$ cat src/rtl/rx_command_sequencer_pkg.sv
// Shared constants for the UART command sequencer: opcodes, FSM state encoding
// and the brightness power-up value.
package rx_command_sequencer_pkg;

  localparam logic [7:0] OPC_ROW_LOAD = 8'h4C;
  localparam logic [7:0] OPC_BRIGHT   = 8'h62;
  localparam logic [7:0] OPC_SWAP     = 8'h52;

  localparam logic [7:0] BRIGHT_RST   = 8'hFF;

  // Encoding is exposed on state_dbg, so the values are fixed.
  typedef enum logic [1:0] {
    ST_IDLE       = 2'd0,
    ST_ROW_ADDR   = 2'd1,
    ST_ROW_DATA   = 2'd2,
    ST_BRIGHT_VAL = 2'd3
  } state_e;

endpackage

$ cat src/rtl/rx_command_timeout.sv
// Idle-tick counter for an open command: counts while enabled, clears on a
// received byte, and pulses expire when the count reaches TICKS-1.
module rx_command_timeout #(
  parameter int               WIDTH = 22,
  parameter logic [WIDTH-1:0] TICKS = WIDTH'(2272727)
) (
  input  logic clk_in,
  input  logic reset,
  input  logic en,
  input  logic clr,
  output logic expire
);

  localparam logic [WIDTH-1:0] ONE  = WIDTH'(1);
  localparam logic [WIDTH-1:0] LAST = TICKS - ONE;

  logic [WIDTH-1:0] count_q, count_d;

  // A byte in the expiry cycle wins: clr suppresses expire.
  always_comb begin
    count_d = count_q;
    expire  = 1'b0;
    if (clr || !en) begin
      count_d = '0;
    end else if (count_q == LAST) begin
      expire  = 1'b1;
      count_d = '0;
    end else begin
      count_d = count_q + ONE;
    end
  end

  always_ff @(posedge clk_in or negedge reset) begin
    if (!reset) begin
      count_q <= '0;
    end else begin
      count_q <= count_d;
    end
  end

endmodule

$ cat src/rtl/rx_command_sequencer.sv
// Parses the UART byte stream into framebuffer row writes, brightness updates
// and frame-swap requests. Optional inter-byte timeout: RX_COMMAND_SEQUENCER_TIMEOUT_EN.
module rx_command_sequencer
  import rx_command_sequencer_pkg::*;
#(
  parameter int                       ROW_ADDR_WIDTH = 4,
  parameter int                       BYTES_PER_ROW  = 128,
  parameter int                       COL_ADDR_WIDTH = 7,
  parameter int                       TIMEOUT_WIDTH  = 22,
  parameter logic [TIMEOUT_WIDTH-1:0] TIMEOUT_TICKS  = 22'd2272727
) (
  input  logic                                     clk_in,
  input  logic                                     reset,
  input  logic [7:0]                               rx_data,
  input  logic                                     rx_data_valid,
  output logic                                     wr_en,
  output logic [ROW_ADDR_WIDTH+COL_ADDR_WIDTH-1:0] wr_addr,
  output logic [7:0]                               wr_data,
  output logic [7:0]                               brightness,
  output logic                                     frame_swap,
  output logic                                     row_done,
  output logic                                     cmd_error,
  output logic                                     busy,
  output logic [1:0]                               state_dbg
);

  localparam int AW = ROW_ADDR_WIDTH + COL_ADDR_WIDTH;
  localparam logic [COL_ADDR_WIDTH-1:0] COL_LAST = COL_ADDR_WIDTH'(BYTES_PER_ROW - 1);
  localparam logic [COL_ADDR_WIDTH-1:0] COL_ONE  = COL_ADDR_WIDTH'(1);

  state_e                    state_q, state_d;
  logic [ROW_ADDR_WIDTH-1:0] row_q, row_d;
  logic [COL_ADDR_WIDTH-1:0] col_q, col_d;
  logic                      wr_en_q, wr_en_d;
  logic [AW-1:0]             wr_addr_q, wr_addr_d;
  logic [7:0]                wr_data_q, wr_data_d;
  logic [7:0]                bright_q, bright_d;
  logic                      swap_q, swap_d;
  logic                      row_done_q, row_done_d;
  logic                      err_q, err_d;
  logic                      timeout_expire;

`ifdef RX_COMMAND_SEQUENCER_TIMEOUT_EN
  rx_command_timeout #(
    .WIDTH (TIMEOUT_WIDTH),
    .TICKS (TIMEOUT_TICKS)
  ) u_timeout (
    .clk_in (clk_in),
    .reset  (reset),
    .en     (state_q != ST_IDLE),
    .clr    (rx_data_valid),
    .expire (timeout_expire)
  );
`else
  logic [TIMEOUT_WIDTH-1:0] timeout_unused;
  assign timeout_unused = TIMEOUT_TICKS;
  assign timeout_expire = 1'b0;
`endif

  always_comb begin
    state_d    = state_q;
    row_d      = row_q;
    col_d      = col_q;
    wr_en_d    = 1'b0;
    wr_addr_d  = wr_addr_q;
    wr_data_d  = wr_data_q;
    bright_d   = bright_q;
    swap_d     = 1'b0;
    row_done_d = 1'b0;
    err_d      = 1'b0;

    case (state_q)
      ST_IDLE: begin
        if (rx_data_valid) begin
          case (rx_data)
            OPC_ROW_LOAD: state_d = ST_ROW_ADDR;
            OPC_BRIGHT:   state_d = ST_BRIGHT_VAL;
            OPC_SWAP:     swap_d  = 1'b1;
            default:      err_d   = 1'b1;
          endcase
        end
      end
      ST_ROW_ADDR: begin
        if (rx_data_valid) begin
          row_d   = rx_data[ROW_ADDR_WIDTH-1:0];
          col_d   = '0;
          state_d = ST_ROW_DATA;
        end
      end
      ST_ROW_DATA: begin
        if (rx_data_valid) begin
          wr_en_d   = 1'b1;
          wr_addr_d = {row_q, col_q};
          wr_data_d = rx_data;
          // Leaving the row on the last column, so the increment never wraps in use.
          col_d     = col_q + COL_ONE;
          if (col_q == COL_LAST) begin
            row_done_d = 1'b1;
            state_d    = ST_IDLE;
          end
        end
      end
      ST_BRIGHT_VAL: begin
        if (rx_data_valid) begin
          bright_d = rx_data;
          state_d  = ST_IDLE;
        end
      end
      default: state_d = ST_IDLE;
    endcase

    // Expiry only fires in byte-free cycles, so no write is pending here.
    if (timeout_expire) begin
      state_d = ST_IDLE;
      err_d   = 1'b1;
    end
  end

  always_ff @(posedge clk_in or negedge reset) begin
    if (!reset) begin
      state_q    <= ST_IDLE;
      row_q      <= '0;
      col_q      <= '0;
      wr_en_q    <= 1'b0;
      wr_addr_q  <= '0;
      wr_data_q  <= '0;
      bright_q   <= BRIGHT_RST;
      swap_q     <= 1'b0;
      row_done_q <= 1'b0;
      err_q      <= 1'b0;
    end else begin
      state_q    <= state_d;
      row_q      <= row_d;
      col_q      <= col_d;
      wr_en_q    <= wr_en_d;
      wr_addr_q  <= wr_addr_d;
      wr_data_q  <= wr_data_d;
      bright_q   <= bright_d;
      swap_q     <= swap_d;
      row_done_q <= row_done_d;
      err_q      <= err_d;
    end
  end

  assign wr_en      = wr_en_q;
  assign wr_addr    = wr_addr_q;
  assign wr_data    = wr_data_q;
  assign brightness = bright_q;
  assign frame_swap = swap_q;
  assign row_done   = row_done_q;
  assign cmd_error  = err_q;
  assign busy       = (state_q != ST_IDLE);
  assign state_dbg  = state_q;

endmodule

$ cat config.mk
export PLATFORM = sky130hd
export DESIGN_NAME = rx_command_sequencer
export DESIGN_NICKNAME = d
export VERILOG_FILES = /design/src/rtl/rx_command_sequencer_pkg.sv /design/src/rtl/rx_command_timeout.sv /design/src/rtl/rx_command_sequencer.sv
export SDC_FILE = /design/constraint.sdc
export NUM_CORES = 1
export LEC_CHECK = 0
export ABC_AREA = 1
export BUFFER_PORTS_ARGS = -buffer_cell sky130_fd_sc_hd__buf_2
export CAP_MARGIN = 20
export CELL_PAD_IN_SITES_DETAIL_PLACEMENT = 0
export CELL_PAD_IN_SITES_GLOBAL_PLACEMENT = 1
export CORE_ASPECT_RATIO = 0.6
export CORE_MARGIN = 4
export CORE_UTILIZATION = 39
export DETAILED_ROUTE_END_ITERATION = 10
export HOLD_SLACK_MARGIN = 0.08
export MAX_ROUTING_LAYER = met4
export PLACE_DENSITY_LB_ADDON = 0.1
export SLEW_MARGIN = 15
export SYNTH_ARGS = -nofsm -noshare
export SYNTH_HDL_FRONTEND = slang
export SYNTH_SLANG_ARGS = --single-unit
export TNS_END_PERCENT = 10
$ cat constraint.sdc
create_clock -name clk_in -period 1.7 [get_ports clk_in]
set_input_delay 0.085 -clock clk_in [delete_from_list [all_inputs] [get_ports clk_in]]
set_output_delay 0.085 -clock clk_in [all_outputs]
set_load 0.03 [all_outputs]
# Yosys cells after proc, flatten, opt, wreduce, memory -nomap -nowiden
# Index checks and enable logic that the tools add are counted.
# classes
n_addsub,1
n_eq_ne,13
muxes,21
reduce_logical,9
# ops
cell,count
$eq 8x7->1 const B,3
$mux 7,2
$pmux 7 s2,1
$mux 1,11
$mux 2,5
$ne 2x2->1 const B,5
$pmux 2 s4,1
$add 7x1->7 const B,1
$eq 7x7->1 const B,1
$reduce_and 2->1,3
$reduce_and 6->1,1
$eq 2x2->1 const B,2
$pmux 2 s2,1
$reduce_bool 2->1,2
$ne 3x1->1 const B,1
$reduce_and 3->1,1
$reduce_or 3->1,1
$eq 2x1->1 const B,1
$logic_not 2->1,1
# word_totals
out_inout_bits,34
reg_bits,44
inputBits,11
word_cells,54

# Longest topological paths before layout
# Gate-level depths: netlist of the first run.
# logic_depth
ltp_word,5
depth_mapped,10
ltp_nobuf,10

# Worst setup path before layout of the first run
# Ideal clock, no wire load.
# synth_timing
kind,reg2reg
startpoint,"register state_q[1], in the netlist state_dbg[1]"
endpoint,"register wr_addr_q[2], in the netlist wr_addr[2]"
stages_incl_launch_ff,8
t_arrival_ns,1.237
setup_ns,0.119
path_slack_ns,0.343
n_path_buf,2
required_time_ns,1.581
synth_period_minus_slack_ns,1.357
path_cell_list,dfrtp_1 inv_2 nor2_2 nand2_2 buf_6 buf_6 nand2_1 o21ai_2
# synth_between
elab_chain_len,2
# synth_lines
element,line_no,rtl
start: declaration,rx_command_sequencer.sv:31,"state_e state_q, state_d;"
start signal: assignment,rx_command_sequencer.sv:132,state_q <= state_d;
$eq 2x2->1,rx_command_sequencer.sv:72,case (state_q)
$reduce_and 2->1 (no source line),--,
end signal: assignment,rx_command_sequencer.sv:136,wr_addr_q <= wr_addr_d;
end: declaration,rx_command_sequencer.sv:35,"logic [AW-1:0] wr_addr_q, wr_addr_d;"
# No other way between the ends.
# A chain may end at the register's enable or synchronous reset.

# Worst setup path after layout of the first run
# layout_timing
startpoint,register col_q[0]
endpoint,"register state_q[1], in the netlist state_dbg[1]"
# layout_between
elab_chain_len,3
# layout_lines
element,line_no,rtl
start: declaration,rx_command_sequencer.sv:33,"logic [COL_ADDR_WIDTH-1:0] col_q, col_d;"
start signal: assignment,rx_command_sequencer.sv:134,col_q <= col_d;
$eq 7x7->1,rx_command_sequencer.sv:97,if (col_q == COL_LAST) begin
$ne 2x2->1 (no source line),--,
$reduce_and 6->1 (no source line),--,
# No other way between the ends.

==> metrics.md, run 1 <==
| Metric | Value |
|---|---|
| Share of layout cells above drive strength 1 | `0.3295` |
| Reg-to-reg slack, setup | `between 0.2 and 0.25 ns` |
| Post-synthesis sequential area ratio | `0.5819` |
| Final min period | `about 1.5 ns` |
| Final setup viols | `0` |
| Crit end category | `flip-flop` |
| Worst EP required | `around 1.9 ns` |
| Worst-case reg-to-reg path depth | `8` |
| Worst R2R End | `state_dbg[1]` |
| Post-synth top flop | `dfrtp_1` |
| Initial antenna violation count | `0` |
| Max Transition Viols Final | `0` |
| First-pass GRT wire length | `between 7 and 8 mm` |
| Dpl cells | `313` |
| Ys Warns | `0` |
| Die Area | `a little over 0.006 mm2` |
| WS Path Type | `flip-flop to flip-flop` |
| Gate Count Post-Synth | `around 210` |
| Share of flip-flops with an asynchronous set or reset | `1.000` |
| Final design area excluding fillers | `between 0.002 and 0.0025 mm2` |
| Maximum vdd drop | `around 670 uV` |
| Final Non-Filler Cells | `324` |
| DP HPWL | `about 3.2 mm` |
| Tot GR Track Use | `0.1582` |
| Worst-skew pair later-pin latency | `approximately 0.29 ns` |
| CTS buffer count | `5` |
| Distinct cells, synth | `19` |
| Initial core utilization | `0.4098` |
| Syn_area_per_cell | `around 9.2 um2` |
| Max Cap Viol | `0` |
| Hold path start | `rx_data[7]` |
| PortBufs | `44` |
| 1st-iter DRT viols | `a little under 60` |
| Startpoint types | `flip-flop` |
| Area growth syn-to-layout | `21.17%` |
| Final hold violations | `0` |
| Post-synth EDFFs | `0` |
| Pre-Repair DR Iteration Count | `4` |
| Number of global-route vias before repair | `around 1500` |
| CTS tree | `done` |
| Worst setup margin | `around 0.23 ns` |
| Remaining Overflow, GRT | `0` |
| Setup_tns | `0 ns` |
| RSZ-0062 raised after global routing | `false` |
| Commonest non-fill, non-tap cell in the layout | `nand2_1` |
| Commonest non-fill, non-tap cells in the layout | `66 x nand2_1, 44 x buf_2, 36 x dfrtp_1, 20 x inv_1, 16 x o21ai_2` |
| Worst slack, placed | `about 0.26 ns` |
| Fill cells | `roughly 470` |
| Leakage power | `roughly 1.2 nW` |
| Root Buffer | `clkbuf_8` |
| Clock Pin Slew Worst Setup and Hold Paths | `around 0.080 ns` |
| Vias per cell | `between 4 and 5` |
| PwrDens | `between 1500 and 2000 mW/mm2` |
| Clk buf depth | `2` |
| Slew headroom | `0.5529` |
| Total clock sinks | `44` |
| Worst min-delay path category | `primary input to flip-flop` |
| Core area | `0.004659 mm2` |
| # rows | `19` |
| Critical path arrival | `between 1.5 and 2 ns` |
| Inserted Diodes | `0` |
| Post-DR wirelength/cell | `13.08 um` |
| Die width | `between 90 and 100 um` |
| DRT Wirelength | `between 4 and 5 mm` |
| Net Count, Synth | `around 220` |
| Largest net degree at the start of global routing | `31` |
| Gpl congestion | `0.8132` |
| DRT antenna net count | `0` |
| Fmax | `just under 700 MHz` |
| Worst reg2reg path startpoint | `col_q[0]` |
| Transition time of the tightest slew-check pin | `around 0.67 ns` |
| Mapped cell area | `around 0.0019 mm2` |
| Placement Cell Area | `0.002193 mm2` |
| Vias | `around 1500` |
| Status | `finished, final reports clean` |
| Drt drc | `0` |
| Post-CTS Resized | `0` |
| H-Tree Depth | `2` |
| Chip height | `between 60 and 70 um` |
| Clock skew | `0.005214 ns` |
| IO Count | `45` |
| Final worst-path cycle share | `0.8659` |
| Final net count | `272` |
| FF+latch count, synth | `44` |
| Crit path max fanout | `5` |
| Worst Hold Depth | `3` |
| Hold Path Sink | `wr_data[7]` |
-- worst max-delay path by stage --
stage | start | endpoint | slack (ns)
3_3_place_gp | col_q[0] | state_dbg[1] | 0.27
6_report | col_q[0] | state_dbg[1] | 0.23
4_1_cts | col_q[0] | state_dbg[1] | 0.24
2_1_floorplan | state_dbg[1] | wr_addr[2] | 0.34
5_1_grt | col_q[0] | state_dbg[1] | 0.05
3_5_place_dp | col_q[0] | state_dbg[1] | 0.26
-- routing by layer --
metal	share of wire	track usage	vias to the layer above
met2	0.39	0.2138	34
met1	0.55	0.2298	713
met3	0.043	0.03803	5
li1	-	-	761
met5	0	-	-
met4	0.010	0.05622	0
-- power breakdown --
part	total, mW	switching, mW	internal [mW]
Clock	0.666	0.335	0.332
Sequential	1.56	0.189	1.37
Combinational	1.33	0.941	0.393
Total	3.56	1.46	2.09
-- sequential cells by signal (all words and copies together) (netlist names) --
name	flops
frame_swap	1
brightness	8
cmd_error	1
wr_addr	11
row_done	1
wr_en	1
col_q	7
row_q	4
wr_data	8
state_dbg	2
-- layout make-up --
cell class	count	area (um2)	share of cell area
timing repair buffer	53	295.3	0.1276
sequential	44	1111	0.4803
clock buffer	8	90.09	0.03894
multi-input combinational	134	655.6	0.2834
inverter	22	82.58	0.03569
tap	63	78.83	0.03407
-- stage by stage --
stage	utilization	hold WS (ns)	total power, mW
6_report	0.4965	0.08679	3.557
3_5_place_dp	0.4707	0.1678	2.916
4_1_cts	0.4965	0.08355	3.603
5_1_grt	0.4965	0.1081	3.822
3_3_place_gp	0.4707	0.1541	2.915
2_1_floorplan	-	-0.2106	2.526
-- worst max-delay path, cell delays in order, from the launching register on --
cell and delay [ns]:
dfrtp_1 0.43, ha_1 0.19, inv_1 0.06, nor2_1 0.24, nand2_1 0.12, nand2_1 0.12
nand3_1 0.08, nand2_1 0.06, nand2_1 0.05
-- Yosys cell counts (2+ instances only) --
master | instances | area, um2
inv_1 | 20 | 75.07
nor3_1 | 5 | 25.02
inv_2 | 2 | 7.510
buf_2 | 3 | 15.01
buf_6 | 4 | 45.04
o21ai_2 | 16 | 140.1
nand3_1 | 12 | 60.06
a21oi_1 | 2 | 10.01
nor2_1 | 11 | 41.29
nand4_1 | 2 | 12.51
dfrtp_1 | 36 | 900.9
nand2_1 | 66 | 247.7
dfstp_2 | 8 | 210.2
nand2_2 | 2 | 12.51
o21ai_0 | 14 | 70.07
-- cells by family after synthesis --
kind of cell	synth area share
flops	0.5819
simple gates	0.2176
compound gates	0.1193
fa+ha+maj	0.006552
buf+inv	0.07470
-- repair_timing --
| item | in CTS | in global routing |
|---|---|---|
| endpoints found under the hold margin | 23 | 0 |
| buffers inserted | 0 | 0 |
| hold buffers | 3 | 0 |
Power figures use the tool's default switching activity.
==> run 2: changes to the inputs <==
--- a/config.mk
+++ b/config.mk
@@ -8,7 +8,7 @@
 export ABC_AREA = 1
 export BUFFER_PORTS_ARGS = -buffer_cell sky130_fd_sc_hd__buf_2
 export CAP_MARGIN = 20
-export CELL_PAD_IN_SITES_DETAIL_PLACEMENT = 0
+export CELL_PAD_IN_SITES_DETAIL_PLACEMENT = 1
 export CELL_PAD_IN_SITES_GLOBAL_PLACEMENT = 1
 export CORE_ASPECT_RATIO = 0.6
 export CORE_MARGIN = 4
==> metrics.md, run 2 (synthesis results as in run 1) <==
| Metric | Value |
|---|---|
| Max FFs per register | `11 (unchanged)` |
| Gr busiest metal | `met1` |
| Crit end category | `flip-flop` |
| Pint | `2.051 mW (-2.0%)` |
| Worst R2R End | `state_dbg[1]` |
| Core area | `0.004659 mm2 (unchanged)` |
| Worst slack, placed | `0.2201 ns (-0.03746 ns)` |
| Final setup viols | `0 (unchanged)` |
| Met1 usage | `0.2417 (+0.01185)` |
| Clk buf depth | `2 (unchanged)` |
| Pre-Repair DR Iteration Count | `4 (unchanged)` |
| Worst setup margin | `0.1966 ns (-0.03126 ns)` |
| # rows | `19 (unchanged)` |
| Initial core utilization | `0.4098 (unchanged)` |
| Initial antenna violation count | `0 (unchanged)` |
| GR Util met3 | `0.03915 (+0.001119)` |
| First-pass GRT wire length | `8.017 mm (+6.6%)` |
| Reg-to-reg slack, setup | `0.20 ns (-0.03 ns)` |
| 1st-iter DRT viols | `45 (-24%)` |
| Final worst-path cycle share | `0.8843 (+0.01839)` |
| Clock skew | `0.007088 ns (+0.001874 ns)` |
| Chip height | `62.20 um (unchanged)` |
| Final net count | `272 (unchanged)` |
| Die width | `98.33 um (unchanged)` |
| Share of layout cells above drive strength 1 | `0.3295 (unchanged)` |
| Largest net degree at the start of global routing | `31 (unchanged)` |
| Max Cap Viol | `0 (unchanged)` |
| Commonest non-fill, non-tap cell in the layout | `nand2_1` |
| Hold Path Sink | `cmd_error` |
| Top delay family on crit path | `simple AND/OR/NAND/NOR gates` |
| WS Path Type | `flip-flop to flip-flop` |
| Maximum vdd drop | `591.4 uV (-11%)` |
| DRT Wirelength | `4.624 mm (+9.1%)` |
| Worst-path cell chain | `ha_1 > inv_1 > nor2_1 > nand2_1 > nand2_1 > nand3_1 > nand2_1 > nand2_1` |
| Fmax | `665.2 MHz (-2.1%)` |
| H-Tree Depth | `2 (unchanged)` |
| Worst reg2reg path startpoint | `col_q[0]` |
| PwrDens | `1541 mW/mm2 (+0.27%)` |
| IO Count | `45 (unchanged)` |
| Root Buffer | `clkbuf_8` |
| CTS buffer count | `5 (unchanged)` |
| Leakage power | `1.221 nW (-0.27%)` |
| Post-DR wirelength/cell | `14.27 um (+9.1%)` |
| Setup bufs post-CTS | `0 (unchanged)` |
| Setup_tns | `0 ns (unchanged)` |
| Final hold violations | `0 (unchanged)` |
| Remaining Overflow, GRT | `0 (unchanged)` |
| Tot GR Track Use | `0.1690 (+0.01074)` |
| Post-CTS Resized | `0 (unchanged)` |
| Met2 usage | `0.2407 (+0.02694)` |
| Comb power frac | `0.378 (+0.003)` |
| Vias | `1547 (+2.2%)` |
| Total clock sinks | `44 (unchanged)` |
| Worst Hold Depth | `3 (unchanged)` |
| Crit path max fanout | `5 (unchanged)` |
| Slew headroom | `0.5544 (+0.001502)` |
| Critical Path Most Common Cell | `nand2_1` |
| Area growth syn-to-layout | `20.71%` |
| Worst-skew pair later-pin latency | `0.30 ns (about the same)` |
| Final min period | `1.503 ns (+0.03126 ns)` |
| Worst min-delay path category | `primary input to flip-flop` |
| Inserted Diodes | `0 (unchanged)` |
| Crit path largest cell delay | `0.44 ns (about the same)` |
| Sw power | `1.502 mW (+2.6%)` |
| Worst path slowest cell | `dfrtp_1` |
| Clock network power share | `0.182 (-0.005)` |
| RSZ-0062 raised after global routing | `false` |
| DRT antenna net count | `0 (unchanged)` |
| Crit path buf inv count | `1 (unchanged)` |
| Commonest non-fill, non-tap cells in the layout | `66 x nand2_1, 44 x buf_2, 36 x dfrtp_1, 20 x inv_1, 16 x o21ai_2` |
| Clock Pin Slew Worst Setup and Hold Paths | `0.09 ns (about the same)` |
| Gpl congestion | `0.8132 (unchanged)` |
| Drt drc | `0 (unchanged)` |
| Hold path start | `rx_data_valid` |
| Seq pwr share | `0.440 (+0.002)` |
| Vias per cell | `4.775 (+2.2%)` |
| Die Area | `0.006116 mm2 (unchanged)` |
| Worst EP required | `1.89 ns (about the same)` |
| Switching Fraction | `0.4228 (+0.01112)` |
| CTS tree | `done` |
| Critical path arrival | `1.70 ns (+0.04 ns)` |
| Worst-case reg-to-reg path depth | `8 (unchanged)` |
| Startpoint types | `flip-flop` |
| Number of hold buffers added after cts | `3 (unchanged)` |
| Transition time of the tightest slew-check pin | `0.6685 ns (-0.002253 ns)` |
| PortBufs | `44 (unchanged)` |
| Status | `finished, final reports clean` |
| Number of global-route vias before repair | `1597 (+5.0%)` |
| DP HPWL | `3.538 mm (+12%)` |
| Max Transition Viols Final | `0 (unchanged)` |
[run 2: changes by cell type in the layout (fill, tap and decap cells not counted)]
cell,delta
clkbuf_8,-1
clkinv_2,+1
[run 2: how the worst max path moves through the flow]
stage	cells after the start	slack (ns)	from	to
floorplan	7	0.34	state_dbg[1]	wr_addr[2]
global placement	8	0.27	col_q[0]	state_dbg[1]
detailed placement	8	0.22	col_q[0]	state_dbg[1]
CTS	8	0.19	col_q[0]	state_dbg[1]
global route	8	0.02	col_q[0]	state_dbg[1]
finish	8	0.20	col_q[0]	state_dbg[1]
[run 2: layout make-up]
cell class	instances	area [um2]
inverters	22	82.58
flip-flops and latches	44	1111
multi-input cells	134	655.6
fillers	573	2355
repair buffers	53	295.3
well taps	63	78.83
clock inverters	1	5.005
clock buffers	7	76.32
[run 2: tightest hold or removal path, delay by kind of cell]
family                 cells  cell delay, ns
buffers and inverters      1            0.15
AND/OR/NAND/NOR            2            0.12
[run 2: stage by stage]
stage / power, mW / instance area [um2] / util / hold slack (ns) / instances
global route: 3.818 / 2305 / 0.4946 / 0.1098 / 324
floorplan: 2.526 / 1909 / - / -0.2106 / 207
CTS: 3.598 / 2305 / 0.4946 / 0.09729 / 324
detailed placement: 2.942 / 2193 / 0.4707 / 0.1579 / 313
finish: 3.552 / 2305 / 0.4946 / 0.1003 / 324
global placement: 2.915 / 2193 / 0.4707 / 0.1541 / 313
[run 2: power by group through the flow]
| stage | sequential [mW] | combinational, mW | clock, mW |
|---|---|---|---|
| after floorplan | 1.98 | 0.549 | 0 |
| after global placement | 1.57 | 1.34 | 0 |
| after detailed placement | 1.59 | 1.36 | 0 |
| after CTS | 1.57 | 1.36 | 0.665 |
| after global routing | 1.61 | 1.49 | 0.722 |
| final | 1.56 | 1.34 | 0.645 |
[run 2: layer usage]
layer  part of all wire  vias to the layer above
met2               0.43                       26
li1                   -                      764
met3              0.033                        4
met1               0.52                      753
met4             0.0095                        0
met5                  0                        -
